===== src/rtl/mod_phase_gen.sv =====
// mod_phase_gen: keyed phase generator for the digital modulator.
// Turns the 32-bit frequency control words into a sine-ROM address and an
// amplitude gate, keyed by a symbol stream for carrier/ASK/FSK/BPSK modes.
// Optional feature macro: PRBS7_SRC_EN -- when defined, an internal PRBS7
// LFSR supplies the symbol bits; otherwise ext_bit is sampled on each
// symbol boundary.
module mod_phase_gen #(
    parameter int unsigned ADDR_W    = 10,
    parameter int unsigned SYM_DIV_W = 16
) (
    input  logic                 clk,
    input  logic                 reset_n,
    input  logic                 en,
    input  logic [1:0]           mode,
    input  logic [31:0]          fword0,
    input  logic [31:0]          fword1,
    input  logic [SYM_DIV_W-1:0] sym_div,
    input  logic                 ext_bit,
    output logic [ADDR_W-1:0]    rom_addr,
    output logic                 amp_en,
    output logic                 sym_bit,
    output logic                 sym_strobe
);

    localparam int unsigned ACC_W = 32;
    localparam logic [1:0] MODE_ASK  = 2'b01;
    localparam logic [1:0] MODE_FSK  = 2'b10;
    localparam logic [1:0] MODE_BPSK = 2'b11;
    // Half a sine period: the 180 degree offset for BPSK.
    localparam logic [ADDR_W-1:0] HALF_TURN = {1'b1, {(ADDR_W-1){1'b0}}};

    logic [ACC_W-1:0]     r_acc;
    logic [SYM_DIV_W-1:0] r_sym_cnt;
    logic                 r_sym_bit;
    logic                 r_sym_strobe;
    logic [ADDR_W-1:0]    r_rom_addr;
    logic                 r_amp_en;

    logic                 w_wrap;
    logic [ACC_W-1:0]     w_step;
    logic [ADDR_W-1:0]    w_offset;
    logic                 w_next_bit;
    logic                 w_unused;

`ifdef PRBS7_SRC_EN
    logic [6:0] r_lfsr;

    // PRBS7 (x^7+x^6+1) data source, advancing once per symbol.
    always_ff @(posedge clk or negedge reset_n) begin
        if (!reset_n) begin
            r_lfsr <= 7'h7F;
        end else if (en && w_wrap) begin
            r_lfsr <= {r_lfsr[5:0], r_lfsr[6] ^ r_lfsr[5]};
        end
    end

    assign w_next_bit = r_lfsr[6];
    assign w_unused   = ^{r_acc, ext_bit};
`else
    assign w_next_bit = ext_bit;
    assign w_unused   = ^r_acc;
`endif

    // Symbol boundary, frequency step and phase offset for this cycle.
    always_comb begin
        w_wrap   = (r_sym_cnt >= sym_div);
        w_step   = fword0;
        w_offset = '0;
        if (mode == MODE_FSK && r_sym_bit) begin
            w_step = fword1;
        end
        if (mode == MODE_BPSK && r_sym_bit) begin
            w_offset = HALF_TURN;
        end
    end

    // Phase accumulator, symbol timer and registered outputs; en=0 freezes all.
    always_ff @(posedge clk or negedge reset_n) begin
        if (!reset_n) begin
            r_acc        <= '0;
            r_sym_cnt    <= '0;
            r_sym_bit    <= 1'b0;
            r_sym_strobe <= 1'b0;
            r_rom_addr   <= '0;
            r_amp_en     <= 1'b0;
        end else if (en) begin
            r_acc      <= r_acc + w_step;
            r_rom_addr <= r_acc[ACC_W-1 -: ADDR_W] + w_offset;
            r_amp_en   <= (mode == MODE_ASK) ? r_sym_bit : 1'b1;
            if (w_wrap) begin
                r_sym_cnt    <= '0;
                r_sym_bit    <= w_next_bit;
                r_sym_strobe <= 1'b1;
            end else begin
                r_sym_cnt    <= r_sym_cnt + SYM_DIV_W'(1);
                r_sym_strobe <= 1'b0;
            end
        end else begin
            r_sym_strobe <= 1'b0;
        end
    end

    assign rom_addr   = r_rom_addr;
    assign amp_en     = r_amp_en;
    assign sym_bit    = r_sym_bit;
    assign sym_strobe = r_sym_strobe;

endmodule


===== config.mk =====
export PLATFORM = sky130hd
export DESIGN_NAME = mod_phase_gen
export DESIGN_NICKNAME = d
export VERILOG_FILES = /design/src/rtl/mod_phase_gen.sv
export SDC_FILE = /design/constraint.sdc
export NUM_CORES = 1
export LEC_CHECK = 0
export CAP_MARGIN = 20
export CORE_ASPECT_RATIO = 1.5
export CORE_MARGIN = 1.5
export CORE_UTILIZATION = 35
export DETAILED_ROUTE_END_ITERATION = 8
export GPL_TIMING_DRIVEN = 0
export PLACE_DENSITY = 0.54
export SYNTH_ARGS = -nofsm -noshare
export SYNTH_HDL_FRONTEND = slang
export SYNTH_SLANG_ARGS = --single-unit
export TNS_END_PERCENT = 100

===== constraint.sdc =====
create_clock -name clk -period 8.3 [get_ports clk]
set_clock_uncertainty 0.05 [all_clocks]
set_input_delay 1.245 -clock clk [delete_from_list [all_inputs] [get_ports clk]]
set_output_delay 1.245 -clock clk [all_outputs]
set_load 0.02 [all_outputs]

==> flow_summary_export.csv <==
group,metric,value,unit
worst_setup_path,required,8460,ps
worst_setup_path,cpPeakStageDelay,660,ps
yosys,ys_top_cells_by_count,"65 x mux2_2, 61 x dfrtp_1, 51 x ha_1, 40 x nor2_1, 36 x a21oi_1",
worst_setup_path,cp_max_fo,10,
timing,fin_ws,3050,ps
yosys,synth_area,4890,µm²
timing,min_period,5250,ps
worst_setup_path,critPathKind,"in2reg",
floorplanning,pin_count,99,
global_routing,grt_start_max_net_pins,62,
timing,period_share,0.632,
routing,route.vias.total,4075,
yosys,synth-main-ff-cell,"dfrtp_1",
routing,met2_length,6470,µm
power,p_int,1.21,mW
yosys,synth_seq_area_share,0.312,
yosys,ys_async_sr_fraction,1.00,
layout,area_growth,29.9,%
hold_path,min_from,"r_acc[31]",
power,switching_power,786,µW
yosys,netlist_instances,510,
routing,wl_met1,4910,µm
routing,wl,12000,µm
yosys,yosysMostFrequentCell,"mux2_2",
cts,post_cts_resized,0,
cts,root_buffer,"clkbuf_16",
floorplanning,num_rows,52,
placement,hpwl,9470,µm
worst_setup_path,arrival,5410,ps
floorplanning,die_h,148,µm
routing,ant_nets,0,
hold_path,min_path_type,"reg2reg",
flow_run,maxCapViolations,0,
layout,num_antenna_cells,0,
status,status,"finished, final reports clean",
cts,cts.htree.levels,3,
layout,finalNetCount,756,
power,combPwrFrac,0.560,
cts,clk_pin_slew_worst_paths,50,ps
placement,dpl-instance-area,6070,µm²
layout,nFillCells,1332,
routing,wl_per_cell,15.3,µm
placement,dp_slack,2650,ps
power,switching_share,0.393,
floorplanning,fp.dieW,99.6,µm
cts,clkLatencyLatePin,330,ps
routing,vias_per_cell,5.19,
timing,hold_ws,444,ps
timing,slew_headroom,0.439,
cts,post-cts-setup-buffers,0,
cts,cts_buffers,9,
cts,clockBufferDepth,2,
power,vdd.ir_drop.worst,0.000145,V
placement,place.gp.congestion,0.897,
worst_setup_path,crit_path_start_kind,"input pin",
yosys,synthDistinctLibCells,59,
layout,final_area,6360,µm²
floorplanning,core-area,13600,µm²
power,power.density,314,nW/µm²
routing,route.detailed.drc,0,
routing,first_pass_iters,4,
cts,cts_tree,"yes",
worst_setup_path,crit_family,"buffers and inverters",
global_routing,grt_overflow,0,
yosys,ys_seq_elements,61,
routing,wl_met3,408,µm
layout,drive_above_1_share,0.151,
timing,setup_tns,0,ps
power,p_clk_frac,0.186,
placement,io_buffers,97,
global_routing,grt_pass1_vias,4323,
timing,timing.fmax,0.191,GHz
worst_setup_path,crit_slowest_cell,"clkbuf_1",
floorplanning,initial_core_util,0.360,
timing,slew_violations,0,
worst_setup_path,r2r_start,"sym_bit",
power,p_leak,2.85,nW
yosys,synth_top_area_frac,0.312,
yosys,ys.warnings.count,0,
worst_setup_path,end_kind,"register",
global_routing,antenna_found_initial,0,
worst_setup_path,setup.worst_path.start,"mode[0]",
yosys,syn_nets,648,
global_routing,grt_usage,0.172,
yosys,yosys-top-cells-area,"dfrtp_1 31%, mux2_2 15%, ha_1 13%",
floorplanning,die_area,14700,µm²
global_routing,grt_pass1_wl,20200,µm
worst_setup_path,critical_path_buf_inv_count,3,
yosys,yosys.area.top_type,"dfrtp_1",
timing,rsz0062_at_grt,"no",
timing,setup_violations,0,
routing,drt_iter0_drc,88,
worst_setup_path,crit_chain,"clkdlybuf4s50_1, nand3b_1, clkbuf_1, mux2_2, ha_1, inv_1, fa_1, nor2b_1, o31a_1, o21ai_1, a211o_1, nand2_1, o21ai_1, o21ai_0, xor2_1, mux2_2",
yosys,syn_area_per_cell,9.60,µm²
yosys,synth_edf_count,0,
timing,tightest_slew,842,ps
routing,top_layer_used,"met4",
layout,final_util,0.468,
timing,finalHoldViolations,0,
power,p_seq_frac,0.254,
cts,clock-sinks,61,
cts,hold_buffers,0,
[logic make-up (layout without fill, tap and decap cells)]
group                    Yosys count  after routing  synth area share
AO/OA/AOI/OAI                    125            125             0.174
XOR/XNOR                          38             38            0.0680
adder cells (fa/ha/maj)           52             52             0.134
buffers and inverters             45            158            0.0363
flip-flops                        61             61             0.312
multiplexers                      68             68             0.156
AND/OR/NAND/NOR                  121            121             0.119
[cell usage in the layout (no fill, tap or decap), types with 7 or more instances in the layout]
master,synthesis,final
dfrtp_1,61,61
xnor2_1,20,20
nand4_1,7,7
xor2_1,18,18
nand2_1,35,35
a21oi_1,36,36
nor2_1,40,40
clkbuf_16,0,9
inv_1,30,30
nand3_1,8,8
a21o_1,23,23
clkdlybuf4s50_1,0,96
clkbuf_1,11,13
o21ai_0,20,20
ha_1,51,51
mux2_2,65,65
[metal layers]
metal,vias up,global-route usage
met1,1927,0.195
met5,-,0
met2,83,0.324
met4,0,0.0542
met3,14,0.0303
li1,2051,-
[through the flow]
stage	power, mW	std cells
6_report	2.00	785
3_5_place_dp	1.63	769
3_3_place_gp	1.61	769
5_1_grt	2.18	785
4_1_cts	2.02	785
2_1_floorplan	1.34	510
[power by group through the flow]
| stage | logic, mW | registers (mW) | clock network (mW) |
|---|---|---|---|
| 5_1_grt | 1.25 | 0.526 | 0.401 |
| 6_report | 1.12 | 0.508 | 0.372 |
| 3_3_place_gp | 1.10 | 0.506 | 0 |
| 2_1_floorplan | 0.821 | 0.520 | 0 |
| 3_5_place_dp | 1.12 | 0.514 | 0 |
| 4_1_cts | 1.13 | 0.510 | 0.383 |
[path summary, 6_finish.rpt]
check	endpoint	slack, ps	depth (start not counted)
max in group asynchronous	r_sym_cnt[5]	6690	1
max reg2reg	r_acc[24]	4020	15
min in group asynchronous	r_acc[15]	970	1
min reg2reg	r_acc[31]	440	1
min	r_acc[31]	440	1
max	r_acc[24]	3050	16
[sequential cells by signal, indices dropped and copies added (netlist names)]
| signal | flops |
|---|---|
| amp_en | 1 |
| r_acc | 32 |
| r_sym_cnt | 16 |
| rom_addr | 10 |
| sym_bit | 1 |
| sym_strobe | 1 |
[area by class of cell]
class,instances,area [µm²],area share
multi-input cells,404,3190,0.502
well taps,162,203,0.0319
plain buffers,15,65.1,0.0102
inverters,30,113,0.0177
repair buffers,97,968,0.152
flip-flops and latches,61,1530,0.240
clock buffers,12,246,0.0388
clock inverters,4,47.5,0.00748
(Power assumes the default switching activity.)
